## config.mk

```make
export PLATFORM = sky130hd
export DESIGN_NAME = cmp_seq_ctrl
export DESIGN_NICKNAME = d
export VERILOG_FILES = /design/src/rtl/cmp_seq_ctrl.sv
export SDC_FILE = /design/constraint.sdc
export NUM_CORES = 1
export LEC_CHECK = 0
export CORE_MARGIN = 2
export CORE_UTILIZATION = 48
export DETAILED_ROUTE_END_ITERATION = 8
export GPL_TIMING_DRIVEN = 0
export PLACE_DENSITY = 0.91
export SYNTH_ARGS = -nofsm -noshare
export SYNTH_HDL_FRONTEND = slang
export SYNTH_SLANG_ARGS = --single-unit
```

## constraint.sdc

```tcl
create_clock -name clk -period 1.8 [get_ports clk]
set_input_delay 0.27 -clock clk [delete_from_list [all_inputs] [get_ports clk]]
set_output_delay 0.27 -clock clk [all_outputs]
set_load 0.02 [all_outputs]
```

## src/rtl/cmp_seq_ctrl.sv

```systemverilog
// cmp_seq_ctrl: MSB-first nibble-serial magnitude compare through a shared external 4-bit comparator
//   clk, rst            : rising-edge clock, asynchronous active-high reset
//   start, opa, opb     : request and operands, captured on the accepting edge in IDLE
//   busy, done          : busy while slices are being examined, done pulses one cycle at the end
//   gre, les, eq, err   : one-hot registered result, held until the next accepted start
//   cmp_x, cmp_y        : slice pair driven to the comparator (zero outside RUN)
//   cmp_gre/les/eq      : combinational comparator response for the current slice pair
module cmp_seq_ctrl #(
    parameter int WIDTH = 16
) (
    input  logic             clk,
    input  logic             rst,
    input  logic             start,
    input  logic [WIDTH-1:0] opa,
    input  logic [WIDTH-1:0] opb,
    output logic             busy,
    output logic             done,
    output logic             gre,
    output logic             les,
    output logic             eq,
    output logic             err,
    output logic [3:0]       cmp_x,
    output logic [3:0]       cmp_y,
    input  logic             cmp_gre,
    input  logic             cmp_les,
    input  logic             cmp_eq
);
    localparam int NSLICE = WIDTH / 4;
    localparam int IW = NSLICE > 1 ? $clog2(NSLICE) : 1;

    typedef enum logic [1:0] {IDLE, RUN, DONE} state_t;

    state_t           r_state;
    logic [WIDTH-1:0] r_a, r_b;
    logic [IW-1:0]    r_idx;
    logic             r_busy, r_done, r_gre, r_les, r_eq, r_err;
    logic [2:0]       w_code;
    logic [IW+1:0]    w_lsb;
    logic             w_run;

    assign w_code = {cmp_gre, cmp_les, cmp_eq};
    assign w_lsb  = {r_idx, 2'b00};
    assign w_run  = r_state == RUN;
    assign cmp_x  = w_run ? r_a[w_lsb +: 4] : 4'd0;
    assign cmp_y  = w_run ? r_b[w_lsb +: 4] : 4'd0;

    assign busy = r_busy;
    assign done = r_done;
    assign gre  = r_gre;
    assign les  = r_les;
    assign eq   = r_eq;
    assign err  = r_err;

    always_ff @(posedge clk or posedge rst) begin
        if (rst) begin
            r_state <= IDLE;
            r_a     <= '0;
            r_b     <= '0;
            r_idx   <= '0;
            r_busy  <= 1'b0;
            r_done  <= 1'b0;
            r_gre   <= 1'b0;
            r_les   <= 1'b0;
            r_eq    <= 1'b0;
            r_err   <= 1'b0;
        end else begin
            case (r_state)
                IDLE: begin
                    r_done <= 1'b0;
                    if (start) begin
                        r_a     <= opa;
                        r_b     <= opb;
                        r_idx   <= IW'(NSLICE - 1);
                        r_gre   <= 1'b0;
                        r_les   <= 1'b0;
                        r_eq    <= 1'b0;
                        r_err   <= 1'b0;
                        r_busy  <= 1'b1;
                        r_state <= RUN;
                    end
                end
                RUN: begin
                    // an equal slice above the LSB slice is the only way to stay in RUN
                    if (w_code == 3'b001 && r_idx != '0) begin
                        r_idx <= r_idx - 1'b1;
                    end else begin
                        r_gre   <= w_code == 3'b100;
                        r_les   <= w_code == 3'b010;
                        r_eq    <= w_code == 3'b001;
                        r_err   <= w_code != 3'b100 && w_code != 3'b010 && w_code != 3'b001;
                        r_busy  <= 1'b0;
                        r_done  <= 1'b1;
                        r_state <= DONE;
                    end
                end
                DONE: begin
                    r_done  <= 1'b0;
                    r_state <= IDLE;
                end
                default: r_state <= IDLE;
            endcase
        end
    end
endmodule

```

[Yosys cells after proc, flatten, opt, wreduce, memory -nomap -nowiden]
Cells that the tools add are included.
Storage, ports and cells
  register bits: 42
  output and inout bits: 14
  logic and storage cells: 59
Cells by class
  $add $sub $neg: 1
  eq/ne operators: 11
  shift-type cells: 2
  multiplexer cells: 22
  reductions and logical operators: 13
Operators with widths (count)
  $shiftx 16x5->4: 2
  $pmux 1 s2: 6
  $mux 1: 8
  $mux 2: 4
  $mux 4: 2
  $pmux 2 s2: 2
  $reduce_and 2->1: 3
  $reduce_and 3->1: 2
  $reduce_bool 2->1: 3
  $ne 2x2->1 const B: 2
  $eq 3x1->1 const B: 1
  $eq 3x2->1 const B: 1
  $eq 3x3->1 const B: 1
  $logic_and 1x1->1: 3
  $ne 3x1->1 const B: 1
  $ne 3x2->1 const B: 1
  $ne 3x3->1 const B: 1
  $eq 2x1->1 const B: 1
  $eq 2x2->1 const B: 1
  $logic_not 2->1: 1
  $ne 2x1->1 const B: 1
  $reduce_or 2->1: 1
  $sub 2x1->2 const B: 1

[Depth between registers and ports, before layout]
Gate-level depths: netlist (run 1).
  depth after elaboration: 5
  gate-level depth with buffers: 6
  depth with buffers taken out: 5

[Worst setup path after synthesis (run 1)]
OpenSTA, ideal clock, no wires.
  path kind: flip-flop to output port
  start point: register r_idx[0]
  end point: output cmp_x[0]
  arrival: 1218 ps
  required time: 1530 ps
  setup slack: 312 ps
  stages on the path, launching flop included: 4
  path buffers: 1
  path through: dfrtp_1 > buf_6 > mux4_2 > and2_1
Between the ends
  word-level cells in the longest chain between the ends: 2
RTL lines
  from (decl): RTL line 35  | logic [IW-1:0] r_idx;
  from (signal assigned): RTL line 73  | r_idx <= IW'(NSLICE - 1);
  from (signal assigned): RTL line 85  | r_idx <= r_idx - 1'b1;
  $shiftx 16x5->4: RTL line 44  | assign cmp_x = w_run ? r_a[w_lsb +: 4] : 4'd0;
  $mux 4: RTL line 44
  to (decl): RTL line 22  | output logic [3:0] cmp_x,
No other way between the ends.

[Worst setup path after layout (run 1)]
  start point: register r_idx[0]
  end point: output cmp_x[1]
The elaborated chain is that of the path after synthesis.

==> run_summary.xml, run 1 <==
<?xml version="1.0" encoding="UTF-8"?>
<metrics>
  <group name="sta">
    <metric name="timing.final.max_slew_violations" unit="">0</metric>
    <metric name="hold_violations" unit="">0</metric>
    <metric name="worst-slew-pin-transition" unit="ns">0.837</metric>
    <metric name="timing.clock.skew" unit="ns">0.00678</metric>
    <metric name="min_period" unit="ns">1.92</metric>
    <metric name="maxClockFrequency" unit="GHz">0.521</metric>
    <metric name="final.hold.worst_slack" unit="ns">0.453</metric>
    <metric name="max-slew-margin-rel" unit="%">44.1</metric>
    <metric name="final-setup-viol-count" unit="">8</metric>
    <metric name="totalNegativeSetupSlack" unit="ns">-0.796</metric>
    <metric name="final_min_period_over_clock_period" unit="%">107</metric>
    <metric name="rsz0062_at_grt" unit="">true</metric>
    <metric name="fin_ws" unit="ns">-0.119</metric>
  </group>
  <group name="drt">
    <metric name="drt_pass1_iterations" unit="">4</metric>
    <metric name="routed_wire_length_per_instance" unit="um">16.9</metric>
    <metric name="ant_nets" unit="">0</metric>
    <metric name="drt_drc_violations_left" unit="">0</metric>
    <metric name="num_vias" unit="">1296</metric>
    <metric name="wirelength" unit="um">4090</metric>
    <metric name="vias_per_cell" unit="">5.36</metric>
    <metric name="first_iter_violations" unit="">64</metric>
  </group>
  <group name="finish">
    <metric name="fin_nets" unit="">230</metric>
    <metric name="fill_cells" unit="">258</metric>
    <metric name="synthToLayoutAreaGrowth" unit="%">38.8</metric>
    <metric name="final_area" unit="um2">2680</metric>
    <metric name="finalCoreUtilization" unit="%">67.9</metric>
    <metric name="post_route_cells_drive_above_1_share" unit="%">42.2</metric>
    <metric name="antenna_cells" unit="">0</metric>
  </group>
  <group name="grt">
    <metric name="antenna_violations_before_repair" unit="">0</metric>
    <metric name="first_global_vias" unit="">1353</metric>
    <metric name="overflow" unit="">0</metric>
    <metric name="grtUsageTotal" unit="%">20.3</metric>
    <metric name="first_pass_grt_wire_length" unit="um">6470</metric>
    <metric name="grt_max_degree" unit="">43</metric>
  </group>
  <group name="clock_tree">
    <metric name="ctsRootBufferMaster" unit="">sky130_fd_sc_hd__clkbuf_8</metric>
    <metric name="clock_input_transition_at_the_sequential_cells_of_the_worst_setup_and_hold_paths" unit="ns">0.08</metric>
    <metric name="cts.htree.levels" unit="">2</metric>
    <metric name="cts_inserted_buffers" unit="">5</metric>
    <metric name="cts_hold_buf" unit="">0</metric>
    <metric name="tritoncts" unit="">yes</metric>
    <metric name="worstSkewPairLatency" unit="ns">0.30</metric>
    <metric name="cts_num_sinks" unit="">42</metric>
    <metric name="cts.path.max_buffers" unit="">2</metric>
  </group>
  <group name="pwr">
    <metric name="net-switching-power" unit="mW">0.857</metric>
    <metric name="clkPwrFrac" unit="%">23.3</metric>
    <metric name="internal-power" unit="mW">2.28</metric>
    <metric name="post-layout-total-power" unit="mW">3.14</metric>
    <metric name="vdd_drop_max" unit="mV">0.642</metric>
    <metric name="power.density_cell_area" unit="nW/um2">1170</metric>
    <metric name="power.static_leakage" unit="nW">1.17</metric>
    <metric name="power.switching_fraction" unit="%">27.3</metric>
    <metric name="combinationalPowerShare" unit="%">32.8</metric>
    <metric name="seqPwrFrac" unit="%">43.9</metric>
  </group>
  <group name="worst_setup_path">
    <metric name="timing.critical_path.required" unit="ns">1.53</metric>
    <metric name="timing.critical_path.to_type" unit="">output pin</metric>
    <metric name="worst_r2r_endpoint" unit="">err</metric>
    <metric name="timing.critical_path.fanout_max" unit="">5</metric>
    <metric name="worstSetupPathType" unit="">flop to output pin</metric>
    <metric name="timing.reg2reg.worst_path_depth" unit="">7</metric>
    <metric name="timing.reg2reg.setup_slack" unit="ns">0.09</metric>
    <metric name="critical_path_arrival" unit="ns">1.65</metric>
    <metric name="timing.rr.start" unit="">r_idx[0]</metric>
    <metric name="critPathLaunchType" unit="">flop</metric>
  </group>
  <group name="die">
    <metric name="design.core.area" unit="um2">3940</metric>
    <metric name="rows" unit="">23</metric>
    <metric name="initial_utilization" unit="%">48.9</metric>
    <metric name="die-area" unit="um2">4540</metric>
    <metric name="dieWidth" unit="um">67.4</metric>
    <metric name="ports" unit="">52</metric>
    <metric name="die_h" unit="um">67.4</metric>
  </group>
  <group name="yosys">
    <metric name="syn_avg_cell_area" unit="um2">14.8</metric>
    <metric name="postSynthNetCount" unit="">169</metric>
    <metric name="yosys_register_bits" unit="">42</metric>
    <metric name="synthesis.yosys.warnings" unit="">0</metric>
    <metric name="post_synth_instance_area" unit="um2">1930</metric>
    <metric name="ys_seq_area_share" unit="%">54.5</metric>
    <metric name="count_of_mapped_cells_out_of_synthesis" unit="">130</metric>
    <metric name="yosys.cell_types.count" unit="">24</metric>
  </group>
  <group name="status">
    <metric name="violations_in_the_final_reports" unit="">negative setup slack</metric>
    <metric name="status" unit="">complete, but fails checks</metric>
  </group>
  <group name="placement">
    <metric name="place_hpwl" unit="um">2920</metric>
    <metric name="buffer_ports.inserted" unit="">51</metric>
    <metric name="placer_congestion_estimate" unit="">0.728</metric>
    <metric name="dpl-instance-area" unit="um2">2500</metric>
  </group>
  <group name="job">
    <metric name="maxCapViolations" unit="">0</metric>
  </group>
  <group name="worst_hold_path">
    <metric name="hold_path_class" unit="">input pin to asynchronous set/reset pin</metric>
  </group>
</metrics>
-- cell usage after synthesis --
master | instances | area [um2]
sky130_fd_sc_hd__a21o_1 | 1 | 7.51
sky130_fd_sc_hd__a31o_2 | 2 | 17.5
sky130_fd_sc_hd__a32o_1 | 1 | 10.0
sky130_fd_sc_hd__and2_1 | 8 | 50.1
sky130_fd_sc_hd__and2b_1 | 1 | 7.51
sky130_fd_sc_hd__buf_2 | 1 | 5.00
sky130_fd_sc_hd__buf_6 | 5 | 56.3
sky130_fd_sc_hd__clkbuf_1 | 1 | 3.75
sky130_fd_sc_hd__dfrtp_1 | 42 | 1050
sky130_fd_sc_hd__ha_1 | 1 | 12.5
sky130_fd_sc_hd__inv_1 | 4 | 15.0
sky130_fd_sc_hd__mux2_2 | 32 | 360
sky130_fd_sc_hd__mux2i_1 | 2 | 20.0
sky130_fd_sc_hd__mux4_1 | 1 | 26.3
sky130_fd_sc_hd__mux4_2 | 7 | 158
sky130_fd_sc_hd__nand2_1 | 6 | 22.5
sky130_fd_sc_hd__nand2b_1 | 2 | 12.5
sky130_fd_sc_hd__nor2_1 | 4 | 15.0
sky130_fd_sc_hd__nor3b_2 | 1 | 12.5
sky130_fd_sc_hd__nor4b_1 | 2 | 17.5
sky130_fd_sc_hd__nor4b_2 | 1 | 15.0
sky130_fd_sc_hd__o2111ai_1 | 1 | 8.76
sky130_fd_sc_hd__o21ai_0 | 3 | 15.0
sky130_fd_sc_hd__xor2_1 | 1 | 8.76
-- area by class of cell --
cell class / count / area [um2] / area share [%]
flip-flops and latches: 42 / 1050 / 39.3
repair buffers: 54 / 543 / 20.3
inverters: 4 / 15.0 / 0.561
clock buffers: 5 / 68.8 / 2.57
plain buffers: 7 / 70.1 / 2.62
multi-input cells: 77 / 825 / 30.8
well taps: 50 / 62.6 / 2.34
clock inverters: 3 / 40.0 / 1.50
-- what timing repair did --
action                                  CTS  global route
endpoints found under the setup margin    8            16
cloned                                    1             0
setup buffers                             3             0
pin swaps                                 1             0
gates resized for setup                  59             4
-- critical path: stages, from the launching register on --
cell and delay [ns]:
sky130_fd_sc_hd__dfrtp_2 0.41, sky130_fd_sc_hd__buf_8 0.14, sky130_fd_sc_hd__mux4_2 0.50, sky130_fd_sc_hd__and2_4 0.18
sky130_fd_sc_hd__buf_6 0.12
-- metal layers --
| layer | GRT usage (%) | up-vias | part of all wire [%] |
|---|---|---|---|
| met1 | 24.4 | 659 | 39 |
| li1 | - | 585 | - |
| met5 | 0 | - | 0 |
| met2 | 33.3 | 45 | 54 |
| met4 | 11.0 | 0 | 1.9 |
| met3 | 5.33 | 7 | 4.9 |
-- worst max-delay path by stage --
stage	start	to	slack (ns)
CTS	r_idx[0]	cmp_x[2]	-0.16
global route	r_idx[0]	cmp_x[1]	-0.17
global placement	r_state[1]	cmp_x[3]	-0.28
detailed placement	r_state[1]	cmp_x[1]	-0.30
finish	r_idx[0]	cmp_x[1]	-0.12
floorplan	r_idx[0]	cmp_x[0]	0.31
-- layout by cell type (no fill, tap or decap), drive strengths merged, types with 2 or more instances in the layout --
cell type / n
a31o: 2
and2: 8
buf: 17
clkbuf: 6
clkdlybuf4s50: 43
clkinv: 2
dfrtp: 42
inv: 4
mux2: 32
mux2i: 2
mux4: 8
nand2: 6
nand2b: 2
nor2: 4
nor4b: 3
o21ai: 3
-- flip-flops by register name (all words and copies together), names as in the netlist --
signal,flops
r_b,16
err,1
gre,1
done,1
les,1
r_a,16
busy,1
r_state,2
eq,1
r_idx,2
-- cell families (layout without fill, tap and decap cells) --
family                   after synthesis  in the layout  share of synthesized area [%]
AO/OA/AOI/OAI                          8              8                           3.05
XOR/XNOR                               1              1                          0.454
adder cells (fa/ha/maj)                1              1                          0.649
buffers and inverters                 11             73                           4.15
flip-flops                            42             42                           54.5
multiplexers                          42             42                           29.3
AND/OR/NAND/NOR                       25             25                           7.92
-- through the flow --
stage	setup slack [ns]	cells
finish	-0.119	242
global route	-0.172	242
CTS	-0.163	243
detailed placement	-0.296	231
global placement	-0.276	231
floorplan	0.312	130
-- power groups by stage --
| stage | Sequential [mW] | Clock [mW] | Combinational, mW |
|---|---|---|---|
| after floorplan | 1.37 | 0 | 0.624 |
| after global placement | 1.36 | 0 | 0.920 |
| after detailed placement | 1.39 | 0 | 0.960 |
| after CTS | 1.38 | 0.738 | 1.05 |
| after global routing | 1.42 | 0.789 | 1.10 |
| final | 1.38 | 0.732 | 1.03 |
No activity file was read; power rests on OpenSTA's default activity.
==> inputs of run 2 (changes only) <==
--- a/config.mk
+++ b/config.mk
@@ -6,10 +6,11 @@
 export NUM_CORES = 1
 export LEC_CHECK = 0
 export CORE_MARGIN = 2
-export CORE_UTILIZATION = 48
+export CORE_UTILIZATION = 60
 export DETAILED_ROUTE_END_ITERATION = 8
+export DONT_BUFFER_PORTS = 1
 export GPL_TIMING_DRIVEN = 0
-export PLACE_DENSITY = 0.91
+export PLACE_DENSITY = 0.88
 export SYNTH_ARGS = -nofsm -noshare
 export SYNTH_HDL_FRONTEND = slang
 export SYNTH_SLANG_ARGS = --single-unit
==> constraint.sdc (replaced) <==
create_clock -name clk -period 1.85 [get_ports clk]
set_input_delay 0.2775 -clock clk [delete_from_list [all_inputs] [get_ports clk]]
set_output_delay 0.2775 -clock clk [all_outputs]
set_load 0.02 [all_outputs]
==> run 2 against run 1 <==
  * The flow still finishes with violations (negative setup slack)
  * Global-route usage up 2.8 points
  * Worst setup slack improved by 0.049 ns
  * Cell count fell by 23%
  * Wire length is 12% lower
  * Cell area decreased by 20%
  * First-iteration DRC count decreased by 23%
  * Register-to-register slack better by 0.06 ns
  * Core utilization up 1.8 points
  * Sequential power barely moved
  * Sequential share of layout area grew 10 points
  * Clock skew up 0.011 ns
  * Critical endpoint is now cmp_y[3]
==> run_summary.xml, run 2 (synthesis results as in run 1) <==
<?xml version="1.0" encoding="UTF-8"?>
<metrics>
  <group name="grt">
    <metric name="overflow" unit="">0</metric>
    <metric name="grt_max_degree" unit="">43</metric>
    <metric name="grtUsageTotal" unit="%">23.1</metric>
    <metric name="antenna_violations_before_repair" unit="">0</metric>
    <metric name="first_global_vias" unit="">1251</metric>
    <metric name="first_pass_grt_wire_length" unit="um">5950</metric>
  </group>
  <group name="worst_setup_path">
    <metric name="slowest_delay" unit="ns">0.48</metric>
    <metric name="cp.buffers_inverters" unit="">2</metric>
    <metric name="critPathLaunchType" unit="">flop</metric>
    <metric name="timing.critical_path.to_type" unit="">output pin</metric>
    <metric name="crit_path_cell_trace" unit="">buf_4, buf_16, mux4_2, and2_4</metric>
    <metric name="timing.critical_path.required" unit="ns">1.57</metric>
    <metric name="worstSetupPathType" unit="">flop to output pin</metric>
    <metric name="critical-path-slowest-cell" unit="">sky130_fd_sc_hd__mux4_2</metric>
    <metric name="critical_path_arrival" unit="ns">1.64</metric>
    <metric name="timing.critical_path.fanout_max" unit="">5</metric>
    <metric name="critical-path-top-delay-family" unit="">multiplexers</metric>
  </group>
  <group name="clock_tree">
    <metric name="cts.path.max_buffers" unit="">2</metric>
    <metric name="tritoncts" unit="">yes</metric>
    <metric name="clock_input_transition_at_the_sequential_cells_of_the_worst_setup_and_hold_paths" unit="ns">0.13</metric>
    <metric name="worstSkewPairLatency" unit="ns">0.35</metric>
    <metric name="ctsRootBufferMaster" unit="">sky130_fd_sc_hd__clkbuf_4</metric>
    <metric name="cts_num_sinks" unit="">42</metric>
    <metric name="cts.htree.levels" unit="">2</metric>
    <metric name="cts_inserted_buffers" unit="">5</metric>
  </group>
  <group name="status">
    <metric name="violations_in_the_final_reports" unit="">negative setup slack</metric>
    <metric name="status" unit="">complete, but fails checks</metric>
  </group>
  <group name="die">
    <metric name="initial_utilization" unit="%">63.2</metric>
    <metric name="design.core.area" unit="um2">3050</metric>
    <metric name="dieWidth" unit="um">60.7</metric>
    <metric name="ports" unit="">52</metric>
    <metric name="die-area" unit="um2">3680</metric>
    <metric name="rows" unit="">20</metric>
    <metric name="die_h" unit="um">60.7</metric>
  </group>
  <group name="pwr">
    <metric name="seqPwrFrac" unit="%">52.3</metric>
    <metric name="internal-power" unit="mW">1.85</metric>
    <metric name="combinationalPowerShare" unit="%">29.5</metric>
    <metric name="net-switching-power" unit="mW">0.774</metric>
    <metric name="clkPwrFrac" unit="%">18.1</metric>
    <metric name="power.switching_fraction" unit="%">29.5</metric>
    <metric name="power.density_cell_area" unit="nW/um2">1230</metric>
    <metric name="vdd_drop_max" unit="mV">0.747</metric>
    <metric name="post-layout-total-power" unit="mW">2.62</metric>
    <metric name="power.static_leakage" unit="nW">0.945</metric>
  </group>
  <group name="placement">
    <metric name="place_hpwl" unit="um">2560</metric>
    <metric name="buffer_ports.inserted" unit="">0</metric>
    <metric name="preCtsSetupSlack" unit="ns">0.167</metric>
    <metric name="placer_congestion_estimate" unit="">0.737</metric>
  </group>
  <group name="drt">
    <metric name="ant_nets" unit="">0</metric>
    <metric name="first_iter_violations" unit="">49</metric>
    <metric name="routed_wire_length_per_instance" unit="um">19.2</metric>
    <metric name="vias_per_cell" unit="">6.05</metric>
    <metric name="num_vias" unit="">1132</metric>
    <metric name="drt_drc_violations_left" unit="">0</metric>
    <metric name="wirelength" unit="um">3600</metric>
    <metric name="drt_pass1_iterations" unit="">4</metric>
  </group>
  <group name="sta">
    <metric name="timing.clock.skew" unit="ns">0.0176</metric>
    <metric name="min_period" unit="ns">1.92</metric>
    <metric name="final-setup-viol-count" unit="">8</metric>
    <metric name="rsz0062_at_grt" unit="">true</metric>
    <metric name="timing.final.max_slew_violations" unit="">0</metric>
    <metric name="maxClockFrequency" unit="GHz">0.521</metric>
    <metric name="fin_ws" unit="ns">-0.0704</metric>
    <metric name="worst-slew-pin-transition" unit="ns">0.839</metric>
    <metric name="hold_violations" unit="">0</metric>
    <metric name="final_min_period_over_clock_period" unit="%">104</metric>
    <metric name="max-slew-margin-rel" unit="%">44.0</metric>
  </group>
  <group name="finish">
    <metric name="antenna_cells" unit="">0</metric>
    <metric name="synthToLayoutAreaGrowth" unit="%">10.4</metric>
    <metric name="largest_registers" unit="">r_a x16, r_b x16</metric>
    <metric name="post_route_cells_drive_above_1_share" unit="%">49.7</metric>
    <metric name="layout.cells.most_common" unit="">sky130_fd_sc_hd__dfrtp_1</metric>
    <metric name="fin_nets" unit="">181</metric>
    <metric name="most-common-layout-cells" unit="">sky130_fd_sc_hd__dfrtp_1 (42), sky130_fd_sc_hd__mux2_2 (32), sky130_fd_sc_hd__mux4_2 (8), sky130_fd_sc_hd__and2_4 (8), sky130_fd_sc_hd__nand2_1 (6)</metric>
  </group>
  <group name="job">
    <metric name="maxCapViolations" unit="">0</metric>
  </group>
  <group name="worst_hold_path">
    <metric name="hold_path_class" unit="">input pin to flop</metric>
  </group>
</metrics>
run 2: changes by cell type in the layout (fill, tap and decap cells not counted), sizes merged:
cell,before,now
clkbuf,6,8
clkdlybuf4s50,43,0
clkinv,2,1
buf,17,10
dlygate4sd3,0,1
bufinv,1,0
run 2: power by group through the flow:
stage	Clock, mW	Combinational [mW]	Sequential, mW
floorplan	0	0.607	1.33
global placement	0	0.666	1.36
detailed placement	0	0.701	1.39
CTS	0.477	0.789	1.38
global route	0.527	0.840	1.41
finish	0.476	0.775	1.37
run 2: final cells by class:
cell class	count	area [um2]
buffer	7	70.1
clock buffer	7	55.1
clock inverter	1	5.00
fill	221	925
inverter	4	15.0
multi-input combinational	77	813
sequential	42	1050
tap	44	55.1
timing repair buffer	5	63.8
run 2: final timing paths:
path                           from  depth (start not counted)  endpoint  slack (ns)
hold reg to reg              r_a[8]                          1    r_a[8]        0.52
setup reg to reg           r_idx[1]                          6       err        0.15
hold / removal               opb[4]                          1    r_b[4]        0.06
min in group asynchronous       rst                          2  r_idx[1]        0.53
max in group asynchronous       rst                          2      done        0.77
setup / recovery           r_idx[0]                          4  cmp_y[3]       -0.07
run 2: metal layers:
metal  track usage, %  vias up  wire length (um)
met5                0        -                 0
met4             6.83        0                40
met3             8.53        5               244
met2             39.5       37              1930
met1             27.6      597              1380
li1                 -      493                 -
run 2: metrics by stage:
stage / instance area, um2 / util [%] / hold slack, ns / instances / setup TNS, ns
2_1_floorplan: 1930 / - / 0.429 / 130 / 0
3_3_place_gp: 1980 / 65.0 / 0.429 / 174 / 0
3_5_place_dp: 1980 / 65.0 / 0.378 / 174 / 0
4_1_cts: 2130 / 69.7 / 0.0619 / 187 / -0.658
5_1_grt: 2130 / 69.7 / 0.0338 / 187 / -1.19
6_report: 2130 / 69.7 / 0.0580 / 187 / -0.487
run 2: timing repair:
action	4_1_cts	5_1_grt
gates resized for setup	21	0
hold buffers	1	0
endpoints found under the hold margin	21	0
buffers inserted	3	0
gates cloned	1	0
setup endpoints to repair	8	8
pin swaps	0	0
